### src/rtl/quad_encoder_if.sv
// Quadrature encoder bus: raw channels and enable in, registered position out.
interface quad_encoder_if #(
    parameter int unsigned WIDTH = 8
);
    logic             enc_a;
    logic             enc_b;
    logic             en;
    logic [WIDTH-1:0] value;
    logic             step;
    logic             dir;
    logic             error;

    // Controller side: drives the encoder pins and enable, consumes the count.
    modport master (
        output enc_a,
        output enc_b,
        output en,
        input  value,
        input  step,
        input  dir,
        input  error
    );

    // Decoder side: the quad_encoder block itself.
    modport slave (
        input  enc_a,
        input  enc_b,
        input  en,
        output value,
        output step,
        output dir,
        output error
    );
endinterface

### src/rtl/quad_encoder.sv
// Quadrature encoder front end: synchronise, debounce, x4 decode, position count.
module quad_encoder #(
    parameter int unsigned WIDTH    = 8,
    parameter int unsigned DEBOUNCE = 4,
    parameter int unsigned SATURATE = 1
) (
    input  logic           clk,
    input  logic           reset,
    quad_encoder_if.slave  bus
);

    localparam int unsigned CNT_W = 8;
    localparam logic [CNT_W-1:0] CNT_MAX = CNT_W'(DEBOUNCE - 1);
    localparam bit SAT = (SATURATE != 0);
    localparam logic [WIDTH-1:0] VALUE_ONE = WIDTH'(1);

    // Channel index 1 carries A, index 0 carries B, so {a,b} reads naturally.
    logic [1:0]       raw_c;
    logic [1:0]       sync1_q;
    logic [1:0]       sync2_q;
    logic [1:0]       deb_q;
    logic [CNT_W-1:0] cnt_q [2];
    logic [1:0]       prev_q;

    logic [WIDTH-1:0] value_q;
    logic             step_q;
    logic             dir_q;
    logic             error_q;

    logic [1:0]       pos_cur_c;
    logic [1:0]       pos_prev_c;
    logic [1:0]       delta_c;
    logic             up_c;
    logic             down_c;
    logic             err_c;
    logic             at_max_c;
    logic             at_min_c;
    logic [WIDTH-1:0] value_nxt_c;
    logic             changed_c;

    assign raw_c = {bus.enc_a, bus.enc_b};

    // Position of a phase along the up sequence 00 -> 10 -> 11 -> 01 -> 00.
    function automatic logic [1:0] gray_pos(input logic [1:0] ab);
        logic [1:0] pos;
        pos = 2'd0;
        case (ab)
            2'b00:   pos = 2'd0;
            2'b10:   pos = 2'd1;
            2'b11:   pos = 2'd2;
            2'b01:   pos = 2'd3;
            default: pos = 2'd0;
        endcase
        return pos;
    endfunction

    // Two-flop synchroniser on both raw channels.
    always_ff @(posedge clk) begin
        if (reset) begin
            sync1_q <= 2'b00;
            sync2_q <= 2'b00;
        end else begin
            sync1_q <= raw_c;
            sync2_q <= sync1_q;
        end
    end

    // Per-channel debounce: accept a new level after DEBOUNCE consecutive samples.
    always_ff @(posedge clk) begin
        if (reset) begin
            deb_q <= 2'b00;
            for (int ch = 0; ch < 2; ch++) begin
                cnt_q[ch] <= '0;
            end
        end else begin
            for (int ch = 0; ch < 2; ch++) begin
                if (sync2_q[ch] != deb_q[ch]) begin
                    if (cnt_q[ch] == CNT_MAX) begin
                        deb_q[ch] <= sync2_q[ch];
                        cnt_q[ch] <= '0;
                    end else begin
                        cnt_q[ch] <= cnt_q[ch] + CNT_W'(1);
                    end
                end else begin
                    cnt_q[ch] <= '0;
                end
            end
        end
    end

    // Classify the debounced phase change: distance 1 is up, 3 is down, 2 is illegal.
    always_comb begin
        pos_cur_c  = gray_pos(deb_q);
        pos_prev_c = gray_pos(prev_q);
        delta_c    = 2'(pos_cur_c - pos_prev_c);
        up_c       = (delta_c == 2'd1);
        down_c     = (delta_c == 2'd3);
        err_c      = (delta_c == 2'd2);
    end

    // Next count: clamp or wrap at the ends, hold while disabled.
    always_comb begin
        value_nxt_c = value_q;
        at_max_c    = (value_q == '1);
        at_min_c    = (value_q == '0);
        if (bus.en) begin
            if (up_c) begin
                if (!(SAT && at_max_c)) begin
                    value_nxt_c = value_q + VALUE_ONE;
                end
            end else if (down_c) begin
                if (!(SAT && at_min_c)) begin
                    value_nxt_c = value_q - VALUE_ONE;
                end
            end
        end
        changed_c = (value_nxt_c != value_q);
    end

    // Phase history and registered outputs; prev and value move on the same edge.
    always_ff @(posedge clk) begin
        if (reset) begin
            prev_q  <= 2'b00;
            value_q <= '0;
            step_q  <= 1'b0;
            dir_q   <= 1'b0;
            error_q <= 1'b0;
        end else begin
            prev_q  <= deb_q;
            value_q <= value_nxt_c;
            step_q  <= changed_c;
            error_q <= err_c;
            if (up_c || down_c) begin
                dir_q <= up_c;
            end
        end
    end

    assign bus.value = value_q;
    assign bus.step  = step_q;
    assign bus.dir   = dir_q;
    assign bus.error = error_q;

endmodule

### src/flat_wrapper.sv
// flat-port wrapper written by rule: the top's interface ports become plain ports
module quad_encoder_flat 
#(
    parameter int unsigned WIDTH    = 8,
    parameter int unsigned DEBOUNCE = 4,
    parameter int unsigned SATURATE = 1
)
  (clk, reset, bus_enc_a, bus_enc_b, bus_en, bus_value, bus_step, bus_dir, bus_error);
  quad_encoder_if #(.WIDTH(WIDTH)) bus_i ();
  input  logic clk;
  input  logic reset;
  input wire logic [$bits(bus_i.enc_a)-1:0] bus_enc_a;
  input wire logic [$bits(bus_i.enc_b)-1:0] bus_enc_b;
  input wire logic [$bits(bus_i.en)-1:0] bus_en;
  output wire logic [$bits(bus_i.value)-1:0] bus_value;
  output wire logic [$bits(bus_i.step)-1:0] bus_step;
  output wire logic [$bits(bus_i.dir)-1:0] bus_dir;
  output wire logic [$bits(bus_i.error)-1:0] bus_error;
  assign bus_i.enc_a = bus_enc_a;
  assign bus_i.enc_b = bus_enc_b;
  assign bus_i.en = bus_en;
  assign bus_value = bus_i.value;
  assign bus_step = bus_i.step;
  assign bus_dir = bus_i.dir;
  assign bus_error = bus_i.error;
  quad_encoder #(.WIDTH(WIDTH), .DEBOUNCE(DEBOUNCE), .SATURATE(SATURATE)) u_core (.clk(clk), .reset(reset), .bus(bus_i));
endmodule
### config.mk
export PLATFORM = sky130hd
export DESIGN_NAME = quad_encoder_flat
export DESIGN_NICKNAME = d
export VERILOG_FILES = /design/src/rtl/quad_encoder_if.sv /design/src/rtl/quad_encoder.sv /design/src/flat_wrapper.sv
export SDC_FILE = /design/constraint.sdc
export NUM_CORES = 1
export LEC_CHECK = 0
export CAP_MARGIN = 40
export CORE_ASPECT_RATIO = 1.1
export CORE_MARGIN = 1
export CORE_UTILIZATION = 49
export DETAILED_ROUTE_END_ITERATION = 10
export PLACE_DENSITY_LB_ADDON = 0.3
export SETUP_SLACK_MARGIN = 0.2
export SLEW_MARGIN = 20
export SYNTH_ARGS = -nofsm -noshare
export SYNTH_HDL_FRONTEND = slang
export SYNTH_SLANG_ARGS = --single-unit
### constraint.sdc
create_clock -name clk -period 3 [get_ports clk]
set_input_delay 0.6 -clock clk [delete_from_list [all_inputs] [get_ports clk]]
set_output_delay 0.6 -clock clk [all_outputs]
set_load 0.01 [all_outputs]
==> results of run 1 <==
==> cell usage after synthesis, types with 2 or more instances <==
| library cell | number |
|---|---|
| edfxtp_1 | 16 |
| a211oi_1 | 2 |
| nor4b_1 | 4 |
| ha_1 | 11 |
| nand3_1 | 16 |
| xnor2_1 | 5 |
| nand2_1 | 16 |
| a21oi_1 | 12 |
| and3_1 | 6 |
| xor2_1 | 9 |
| inv_1 | 11 |
| and4_1 | 3 |
| o21ai_0 | 3 |
| mux2i_1 | 5 |
| or3_1 | 2 |
| buf_2 | 4 |
| dfxtp_1 | 19 |
| nor2_1 | 31 |
| and2_1 | 2 |
| nor3_1 | 6 |
| nor2b_1 | 5 |
| clkbuf_1 | 6 |
| or2_2 | 3 |
==> registers in the layout, indices dropped and copies added (netlist names) <==
register	flops
u_core.bus.value	8
u_core.bus.dir	1
u_core.bus.error	1
u_core.sync2_q	2
u_core.prev_q	2
u_core.deb_q	2
u_core.cnt_q	16
u_core.bus.step	1
u_core.sync1_q	2
==> stage by stage <==
step           worst slack, ns  util [%]  hold WS (ns)
6_report                 0.556      59.6         0.435
3_3_place_gp             0.642      57.6         0.417
2_1_floorplan            0.713         -         0.414
3_5_place_dp             0.565      57.6         0.428
4_1_cts                  0.550      59.6         0.443
5_1_grt                  0.384      59.6         0.475
==> placed cells by master, fill, tap and decap left out, types with 2 or more instances in the layout <==
cell	netlist	layout
and4_1	3	3
nor2_1	31	31
o21ai_0	3	3
and2_1	2	2
nor4b_1	4	4
and3_1	6	6
mux2i_1	5	5
edfxtp_1	16	16
dfxtp_1	19	19
nand2_1	16	16
clkdlybuf4s50_1	0	15
inv_1	11	11
clkbuf_8	0	5
clkinv_1	0	2
a21oi_1	12	12
nor2b_1	5	5
xor2_1	9	9
nor3_1	6	6
buf_4	0	2
or2_2	3	3
a211oi_1	2	2
ha_1	11	11
conb_1	1	16
nand3_1	16	16
xnor2_1	5	5
or3_1	2	2
==> power by group through the flow <==
stage	clock (mW)	sequential, mW	combinational [mW]
floorplan	0	0.533	0.0417
global placement	0	0.539	0.0555
detailed placement	0	0.540	0.0561
CTS	0.330	0.529	0.0565
global route	0.350	0.531	0.0642
finish	0.318	0.529	0.0566
==> final cells by class <==
type,instances,area (um^2)
clock buffer,6,72.6
clock inverter,2,7.51
fill,345,1610
inverter,11,41.3
multi-input combinational,182,1170
sequential,35,861
tap,52,65.1
timing repair buffer,17,165
==> worst max path at each step <==
stage                     slack, ns             from                   to  cells after the start
final                          0.56  u_core.deb_q[1]  u_core.bus.value[4]                      8
after global routing           0.38  u_core.deb_q[1]  u_core.bus.value[4]                      8
after floorplan                0.71  u_core.deb_q[0]  u_core.bus.value[0]                      8
after CTS                      0.55  u_core.deb_q[1]  u_core.bus.value[4]                      8
after global placement         0.64  u_core.deb_q[0]  u_core.bus.value[0]                      8
after detailed placement       0.56  u_core.deb_q[1]  u_core.bus.value[4]                      8
==> routing by layer <==
| metal | track usage [%] | part of all wire, % | vias up |
|---|---|---|---|
| met1 | 21.4 | 43 | 725 |
| met3 | 4.41 | 3.1 | 8 |
| met4 | 7.83 | 1.9 | 0 |
| met5 | 0 | 0 | - |
| li1 | - | - | 827 |
| met2 | 33.8 | 52 | 28 |
==> worst max-delay path, delay by kind of cell (launching register included) <==
| kind | cells | cell delay (ns) |
|---|---|---|
| fa+ha+maj | 2 | 0.47 |
| compound gates | 1 | 0.25 |
| buf+inv | 2 | 0.15 |
| simple gates | 2 | 0.61 |
| xor+xnor | 1 | 0.49 |
| flops | 1 | 0.39 |
==> logic make-up (layout without fill, tap and decap cells) <==
family | count (synthesis) | after routing
xor gates and xnor gates | 15 | 15
buffers and inverters | 23 | 36
adders and majority gates | 11 | 11
and+or+nand+nor | 103 | 103
other | 1 | 16
DFF | 35 | 35
muxes | 7 | 7
AOI/OAI and AO/OA | 30 | 30
==> qor.yml, run 1 <==
outcome:
  outcome: "completed"
sta:
  setup_viol: 0
  post-route-period-util_pct: 81.5
  hold_viol_final: 0
  max_freq_mhz: 409
  final.min_clock_period_ns: 2.44
  skew_ns: 0.00253
  drv_slew: 0
  setup_tns_ns: 0
  worst_pin_slew_ns: 0.597
  rsz0062_at_grt: "false"
  slew-limit-headroom_pct: 60.0
setup_path:
  r2r_slack_ns: 0.56
  rr_startpoint: "u_core.deb_q[1]"
  cpMaxStageDelayCell: "xnor3_2"
  crit_chain: "inv_1, ha_1, inv_1, ha_1, xnor3_2, nand2b_2, or3_1, a311oi_1"
  crit_required_ns: 3.19
  cp.arrival_ns: 2.64
  cp_max_fo: 11
  criticalPathCategory: "reg -> reg"
  setup.worst_path.start_class: "register"
  rr_worst_depth: 8
  critPathCaptureType: "register"
  cp_slowest_stage_delay_ns: 0.49
  timing.rr.end: "u_core.bus.value[4]"
synthesis:
  synthArstFlopShare_pct: 0
  synth_edf_count: 16
  synth-xor-area-share_pct: 7.07
  synth_area_leaders: "edfxtp_1, dfxtp_1, ha_1"
  synth_cell_type_count: 51
  yosys.area_share.adder_pct: 6.65
  synth_flop_cell: "dfxtp_1"
  synth-simple-area-share_pct: 26.0
  synth_top_family_by_area: "simple AND/OR/NAND/NOR gates"
  muxShareOfSynthArea_pct: 3.50
  yosysSeqAreaShare_pct: 41.6
  synth_cells: 225
  avgSynthCellArea_um2: 9.20
  syn-cell-area_um2: 2070
  netlist.area_leader.share_pct: 23.2
  ys_seq_elements: 35
  synth_compound_area_share_pct: 10.2
  ys_warn_count: 0
  yosys.area.top_type: "edfxtp_1"
global_routing:
  grt_max_degree: 17
  grt_pass1_wl_um: 6670
  antenna_found_initial: 0
  overflow: 0
  grt_pass1_vias: 1571
  grt_usage_pct: 19.0
layout:
  layout-drive-gt1-share_pct: 7.91
  areaGrowthSynthToFinish_pct: 14.9
  final_cell_count_no_fill: 305
  fin_area_um2: 2380
  n_antenna_cell: 0
  fin_nets: 268
clock_network:
  cts_tree: "done"
  clock_sinks: 35
  cts_resized: 0
  clock_latency_ns: 0.28
  cts_buffers: 5
  cts-root-buf: "clkbuf_8"
  postCtsSetupBuffers: 0
  clockBufferDepth: 2
  htree_levels: 2
  clkTransAtPathRegs_ns: 0.07
  hold_buffers: 0
route:
  first_pass_iters: 4
  via_per_inst: 5.21
  ant_nets: 0
  routed_wl_um: 3770
  drt-initial-drc-count: 77
  via_count: 1588
  drc: 0
  post_drt_wl_per_cell_um: 12.4
power:
  seqPwrFrac_pct: 58.5
  ir_worst_vdd_uv: 218
  p_sw_share_pct: 22.8
  power.internal_mw: 0.698
  total_power_mw: 0.904
  pwr-share-comb_pct: 6.3
  power_density_nw_per_um2: 380
  power.net_switching_mw: 0.206
  p_leak_nw: 0.903
  clkPwrFrac_pct: 35.2
place:
  dpl_cell_area_um2: 2300
  io_buffers: 15
  placedCellCount: 297
  dp_hpwl_um: 2790
  gp_congestion: 0.924
floorplan:
  dieArea_um2: 4490
  die_h_um: 70.2
  coreArea_um2: 3990
  fp.dieW_um: 64.0
  ioPinCount: 16
  start_util_pct: 51.8
  rows: 24
hold_path:
  min_path_cells: 1
  holdPathEnd: "u_core.sync2_q[0]"
  hold_path_class: "reg -> reg"
  hp-start: "u_core.sync1_q[0]"
flow_run:
  maxCapViolCount: 0
No activity file was read; power rests on OpenSTA's default activity.
==> run 2: changes to the inputs <==
clock period = 2.05 ns   (was 3 ns; I/O delays follow)
==> qor.yml, run 2 (synthesis gave the netlist of run 1 again) <==
clock_network:
  htree_levels: 2  # unchanged
  clockBufferDepth: 2  # unchanged
  clock_latency_ns: 0.29  # about the same
  hold_buffers: 0  # unchanged
  cts_tree: "done"
  clock_sinks: 35  # unchanged
  cts-root-buf: "clkbuf_8"
  cts_buffers: 5  # unchanged
  clkTransAtPathRegs_ns: 0.07  # about the same
setup_path:
  setup.worst_path.start_class: "register"
  rr_worst_depth: 6  # -2
  r2r_slack_ns: -0.02  # -0.57 ns
  rr_startpoint: "u_core.prev_q[0]"
  cpMaxStageDelayCell: "xnor3_2"
  cp.arrival_ns: 2.25  # -0.39 ns
  criticalPathCategory: "reg -> reg"
  timing.rr.end: "u_core.bus.value[0]"
  crit_chain: "ha_2, o21bai_4, xnor3_2, or2_4, a21oi_4, mux2_4"
  critPathCaptureType: "register"
  crit_required_ns: 2.23  # -0.96 ns
  cp_max_fo: 4  # -7
  cp_slowest_stage_delay_ns: 0.52  # +0.03 ns
layout:
  fillers: 288  # -17%
  final_cell_mix: "nor2_1, buf_4, edfxtp_1, conb_1"
  final_core_util_pct: 71.8  # +12 points
  mostFrequentLayoutCell: "nor2_1"
  layout-drive-gt1-share_pct: 28.5  # +21 points
  largest_register: "u_core.cnt_q"
  n_antenna_cell: 0  # unchanged
  areaGrowthSynthToFinish_pct: 38.5
  fin_nets: 296  # +10%
  fin_area_um2: 2870  # +21%
  largest_register_ff_count: 16  # unchanged
sta:
  setup_viol: 1  # +1
  whs_ns: 0.442  # +0.00662 ns
  max_freq_mhz: 483  # +18%
  skew_ns: 0.00528  # +0.00275 ns
  final.min_clock_period_ns: 2.07  # -0.375 ns
  post-route-period-util_pct: 101  # +19 points
  rsz0062_at_grt: "true"
  drv_slew: 0  # unchanged
  hold_viol_final: 0  # unchanged
  fin_ws_ns: -0.0188  # -0.575 ns
hold_path:
  hp-start: "u_core.sync1_q[0]"
  min_path_cells: 1  # unchanged
  holdPathEnd: "u_core.sync2_q[0]"
  hold_path_class: "reg -> reg"
global_routing:
  grt_pass1_wl_um: 7540  # +13%
  overflow: 0  # unchanged
  grt_usage_pct: 21.7  # +2.7 points
  antenna_found_initial: 0  # unchanged
  grt_max_degree: 12  # -5
  grt_pass1_vias: 1652  # +5.2%
route:
  ant_nets: 0  # unchanged
  drt-initial-drc-count: 80  # +3.9%
  first_pass_iters: 4  # unchanged
  via_per_inst: 5.36  # +2.9%
  via_count: 1784  # +12%
  drc: 0  # unchanged
  routed_wl_um: 4790  # +27%
  post_drt_wl_per_cell_um: 14.4  # +16%
power:
  p_leak_nw: 1.10  # +22%
  power_density_nw_per_um2: 517  # +36%
  ir_worst_vdd_uv: 289  # +33%
place:
  gp_congestion: 0.893  # -3.4%
  dpl_cell_area_um2: 2500  # +8.7%
  io_buffers: 15  # unchanged
  dp_hpwl_um: 3100  # +11%
outcome:
  outcome: "finished with violations"
  violations: "setup timing"
floorplan:
  dieArea_um2: 4490  # unchanged
  start_util_pct: 51.8  # unchanged
  ioPinCount: 16  # unchanged
  die_h_um: 70.2  # unchanged
  rows: 24  # unchanged
  coreArea_um2: 3990  # unchanged
  fp.dieW_um: 64.0  # unchanged
flow_run:
  maxCapViolCount: 0  # unchanged
[run 2: how the worst max path moves through the flow]
stage	start	to	slack (ns)	depth (start not counted)
final	u_core.prev_q[0]	u_core.bus.value[0]	-0.02	6
after detailed placement	u_core.prev_q[0]	u_core.bus.value[7]	-0.05	8
after floorplan	u_core.deb_q[0]	u_core.bus.value[7]	0.01	9
after global routing	u_core.deb_q[0]	u_core.bus.value[7]	-0.09	9
after global placement	u_core.prev_q[0]	u_core.bus.value[7]	-0.02	8
after CTS	u_core.prev_q[1]	u_core.bus.value[0]	0.02	7
[run 2: where the power goes]
group	internal (mW)	switching (mW)
clock network	0.356	0.255
logic	0.0495	0.0524
registers	0.747	0.0235
total	1.15	0.330
[run 2: timing repair]
action	4_1_cts	5_1_grt
resized for setup	23	22
hold endpoints to repair	0	0
pin swaps	5	7
setup buffers	3	2
setup endpoints to repair	10	26
[run 2: layout make-up]
cell class	instances	area [um^2]	area share, %
multi-input combinational	182	1360	47.5
sequential	35	872	30.4
timing repair buffer	45	418	14.6
clock buffer	5	68.8	2.40
tap	52	65.1	2.27
inverter	11	43.8	1.53
clock inverter	3	38.8	1.35
[run 2: metrics by stage]
step	total power [mW]	worst slack (ns)	cells	setup TNS (ns)
global placement	0.880	-0.0221	320	-0.0306
finish	1.48	-0.0188	333	-0.0188
detailed placement	0.882	-0.0464	320	-0.122
CTS	1.49	0.0169	331	0
floorplan	0.841	0.0121	240	0
global route	1.53	-0.0930	333	-0.181
[run 2: layer usage]
| layer | routed length (um) | GRT usage (%) | up-vias | share of wire, % |
|---|---|---|---|---|
| met5 | 0 | 0 | - | 0 |
| met4 | 148 | 11.1 | 0 | 3.1 |
| met3 | 142 | 4.41 | 14 | 3.0 |
| met2 | 2450 | 35.6 | 40 | 51 |
| met1 | 2040 | 26.7 | 847 | 43 |
| li1 | - | - | 883 | - |
[run 2: critical path: cells and delay by family, from the launching register on]
family / cells / cell delay, ns
adder cells (fa/ha/maj): 1 / 0.21
flip-flops: 1 / 0.37
AND/OR/NAND/NOR: 1 / 0.29
XOR/XNOR: 1 / 0.52
AO/OA/AOI/OAI: 2 / 0.27
multiplexers: 1 / 0.31
==> RTL edit 1: new RTL, flow settings as in run 2 <==
`SATURATE` is set to 1 in 2 places; all go to 0.
--- a/src/rtl/quad_encoder.sv
+++ b/src/rtl/quad_encoder.sv
@@ -4,3 +4,3 @@
     parameter int unsigned DEBOUNCE = 4,
-    parameter int unsigned SATURATE = 1
+    parameter int unsigned SATURATE = 0
 ) (
--- a/src/flat_wrapper.sv
+++ b/src/flat_wrapper.sv
@@ -5,3 +5,3 @@
     parameter int unsigned DEBOUNCE = 4,
-    parameter int unsigned SATURATE = 1
+    parameter int unsigned SATURATE = 0
 )
Formal check against the unedited RTL: not equivalent (a bounded check fails within 10 cycles, from zero or initial values and one cycle with reset high).
==> RTL edit 1 against run 2 <==
The run still ends with setup timing left; clock power shrank 17%; critical endpoint is now u_core.bus.value[5]; clock skew is essentially flat; setup slack lost 0.042 ns; sequential power shrank 0.9%; first-iteration DRC count shrank 16%; largest power group unchanged; total power shrank 10%; cell count shrank 14%; final area shrank 13%; combinational power shrank 41%; routed wire length shrank 26%; sequential cell count is the same; area after synthesis shrank 9.0%; core utilization shrank 3.2 points.
==> RTL edit 1: results (changes against run 2) <==
Layout Nets=253 (-15%); R2R cell count=8 (+2); final worst clock skew=0.00533 ns (+0.0000480 ns); largest net degree at the start of global routing=28 (+16); Synth area leaders=edfxtp_1, dfxtp_1, ha_1; EDFF count, synth=16 (unchanged); gr usage total=0.188 (-0.0293); outcome=complete, but fails checks; Crit-path slowest cell=or4b_1; adder-cell share of the synthesized area=0.0730 (+0.00658); Critical Path Max Stage Delay=0.45 ns (-0.07 ns); dpl ws=-0.0558 ns (-0.00936 ns); per-cell routed wire length=12.3 microns (-15%); setup TNS=-0.121 ns (-0.102 ns); Leak Pwr=0.978 nW (-11%); via density per instance=5.09 (-4.9%); post-synthesis cell count=185 (-18%); failing checks=setup timing; Cells after DPL=273 (-15%); total number of vias=1467 (-18%); Top Family by Delay on Critical Path=simple AND/OR/NAND/NOR gates; Synth top cells by count=nor2_1, dfxtp_1, edfxtp_1; beginning of the worst hold path=u_core.sync1_q[1]; detailed placement HPWL=2.41 mm (-22%); vias in the first global route=1320 (-20%); final setup fails=2 (+1); area of placed instances=2290 sq um (-8.2%); first-pass GRT wire length=5.55 mm (-26%); Synth Area in Compound Gates=0.0319 (-0.0702); share of layout cells above drive strength 1=0.239 (-0.0452); peak supply drop=501 uV (+73%); worst setup margin=-0.0610 ns (-0.0422 ns); drt initial violations=67 (-16%); sequential area share after synthesis=0.457 (+0.0411)
RTL edit 1: report_power, final:
part           switching, mW  internal [mW]  leakage (nW)  total (mW)
clock                  0.240          0.269        0.0459       0.509
combinational         0.0313         0.0288         0.611      0.0601
sequential            0.0170          0.747         0.321       0.764
RTL edit 1: area by class of cell:
| cell class | instances | area, sq um |
|---|---|---|
| clock buffers | 7 | 86.3 |
| flip-flops and latches | 35 | 866 |
| multi-input cells | 154 | 1150 |
| clock inverters | 1 | 3.75 |
| repair buffers | 34 | 313 |
| well taps | 50 | 62.6 |
| fillers | 296 | 1150 |
| inverters | 7 | 26.3 |
RTL edit 1: cells by family after synthesis:
family	after synthesis
AO/OA/AOI/OAI	7
XOR/XNOR	17
adder cells (fa/ha/maj)	11
buffers and inverters	11
flip-flops	35
multiplexers	12
other	1
AND/OR/NAND/NOR	91
RTL edit 1: final timing paths:
check | endpoint | slack [ns]
worst max register to register | u_core.bus.value[5] | -0.06
worst min register to register | u_core.sync2_q[1] | 0.44
worst max-delay path | u_core.bus.value[5] | -0.06
worst min-delay path | u_core.sync2_q[1] | 0.44
RTL edit 1: timing repair:
action | in CTS | in global routing
gates cloned | 0 | 0
setup endpoints to repair | 8 | 15
hold buffers | 0 | 0
buffers inserted | 4 | 3
resized for setup | 6 | 13
hold endpoints to repair | 0 | 0
pin swaps | 5 | 5
RTL edit 1: per-layer routing:
metal / vias up / GRT usage / wire length [microns]
li1: 734 / - / -
met2: 31 / 0.315 / 1700
met3: 8 / 0.0485 / 127
met5: - / 0 / 0
met4: 0 / 0.0938 / 82
met1: 694 / 0.216 / 1610
==> RTL edit 2: new RTL, settings of run 2 <==
Without the edit above. Take the reset off `value_q` and load it in a clocked block of its own.
--- a/src/rtl/quad_encoder.sv
+++ b/src/rtl/quad_encoder.sv
@@ -123,3 +123,2 @@
             prev_q  <= 2'b00;
-            value_q <= '0;
             step_q  <= 1'b0;
@@ -129,3 +128,2 @@
             prev_q  <= deb_q;
-            value_q <= value_nxt_c;
             step_q  <= changed_c;
@@ -136,2 +134,6 @@
         end
+    end
+
+    always_ff @(posedge clk) begin
+        value_q <= value_nxt_c;
     end
Behaviour: differs if reset is asserted again (counterexample within 10 cycles, from zero or initial values and one cycle with reset high); with reset held inactive, the same outputs for 10 cycles.
==> RTL edit 2 against run 2 <==
The flow still finishes with violations (setup timing); non-clock buffer count is 7 lower; setup slack better by 0.014 ns; clock skew rose by 0.0020 ns; area after synthesis decreased by 7.5%; routed wire length shrank 9.9%; first-iteration DRC count down 30%; final area down 7.7%; sequential cell count unchanged; highest routed layer unchanged.
Power is not compared: it rests on default switching activity, and its combinational part moved more than twofold at a synthesized area within 25%.
==> RTL edit 2: results (changes against run 2) <==
via density per instance=5.33 (-0.57%); final worst clock skew=0.00726 ns (+0.00198 ns); gr usage total=0.229 (+0.0122); outcome=complete, but fails checks; failing checks=setup timing; detailed placement HPWL=2.82 mm (-9.0%); I/O Buffers=15 (unchanged); final setup fails=2 (+1); share of layout cells above drive strength 1=0.277 (-0.00802); first-pass GRT wire length=6.96 mm (-7.8%); sequential area share after synthesis=0.449 (+0.0337); Synth Area in Compound Gates=0.0967 (-0.00545); Post-Synth XOR/XNOR Area=0.0895 (+0.0188); area of placed instances=2320 sq um (-7.0%); drt initial violations=56 (-30%); Yosys cell types=47 (-7.8%); total number of vias=1614 (-9.5%); critical path fanouts, max=7 (+3); adder-cell share of the synthesized area=0.0718 (+0.00538); vias in the first global route=1526 (-7.6%); Synth top cells by count=nor2_1, dfxtp_1, edfxtp_1; Layout Nets=268 (-9.5%); routed wire length=4.31 mm (-9.9%); worst setup margin=-0.00504 ns (+0.0137 ns); dpl ws=-0.0368 ns (+0.00961 ns)
-- RTL edit 2: cell count changes in the layout (fill, tap and decap cells not counted), moves of 4 or more --
cell / before / now
a21oi_1: 12 / 5
nor2_1: 31 / 20
nand4_1: 0 / 4
buf_6: 8 / 4
a21oi_2: 0 / 4
mux2i_1: 5 / 0
-- RTL edit 2: what timing repair did --
item	in CTS	in global routing
pin swaps	8	9
gates resized for setup	24	18
buffers inserted	3	3
endpoints found under the setup margin	11	24
-- RTL edit 2: layout make-up --
class | count | area, sq um
tap | 50 | 62.6
timing repair buffer | 38 | 340
multi-input combinational | 164 | 1270
inverter | 8 | 30.0
fill | 284 | 1040
clock buffer | 6 | 72.6
sequential | 35 | 867
clock inverter | 2 | 7.51
-- RTL edit 2: path summary, 6_finish.rpt --
kind	startpoint	endpoint	slack, ns	depth (start not counted)
worst max-delay path	u_core.deb_q[0]	u_core.bus.value[7]	-0.005	7
worst min-delay path	u_core.sync1_q[1]	u_core.sync2_q[1]	0.46	1
worst max register to register	u_core.deb_q[0]	u_core.bus.value[7]	-0.005	7
worst min register to register	u_core.sync1_q[1]	u_core.sync2_q[1]	0.46	1
-- RTL edit 2: stage by stage --
stage                     setup TNS (ns)  hold slack, ns
after floorplan                  -0.0192           0.414
after global placement                 0           0.426
after detailed placement         -0.0368           0.441
after CTS                        -0.0672           0.457
after global routing              -0.268           0.469
final                           -0.00830           0.456
-- RTL edit 2: routing by layer --
layer / global-route usage / vias up / wire, microns
li1: - / 802 / -
met5: 0 / - / 0
met1: 0.265 / 746 / 1870
met3: 0.0498 / 14 / 157
met4: 0.0972 / 0 / 123
met2: 0.401 / 52 / 2160
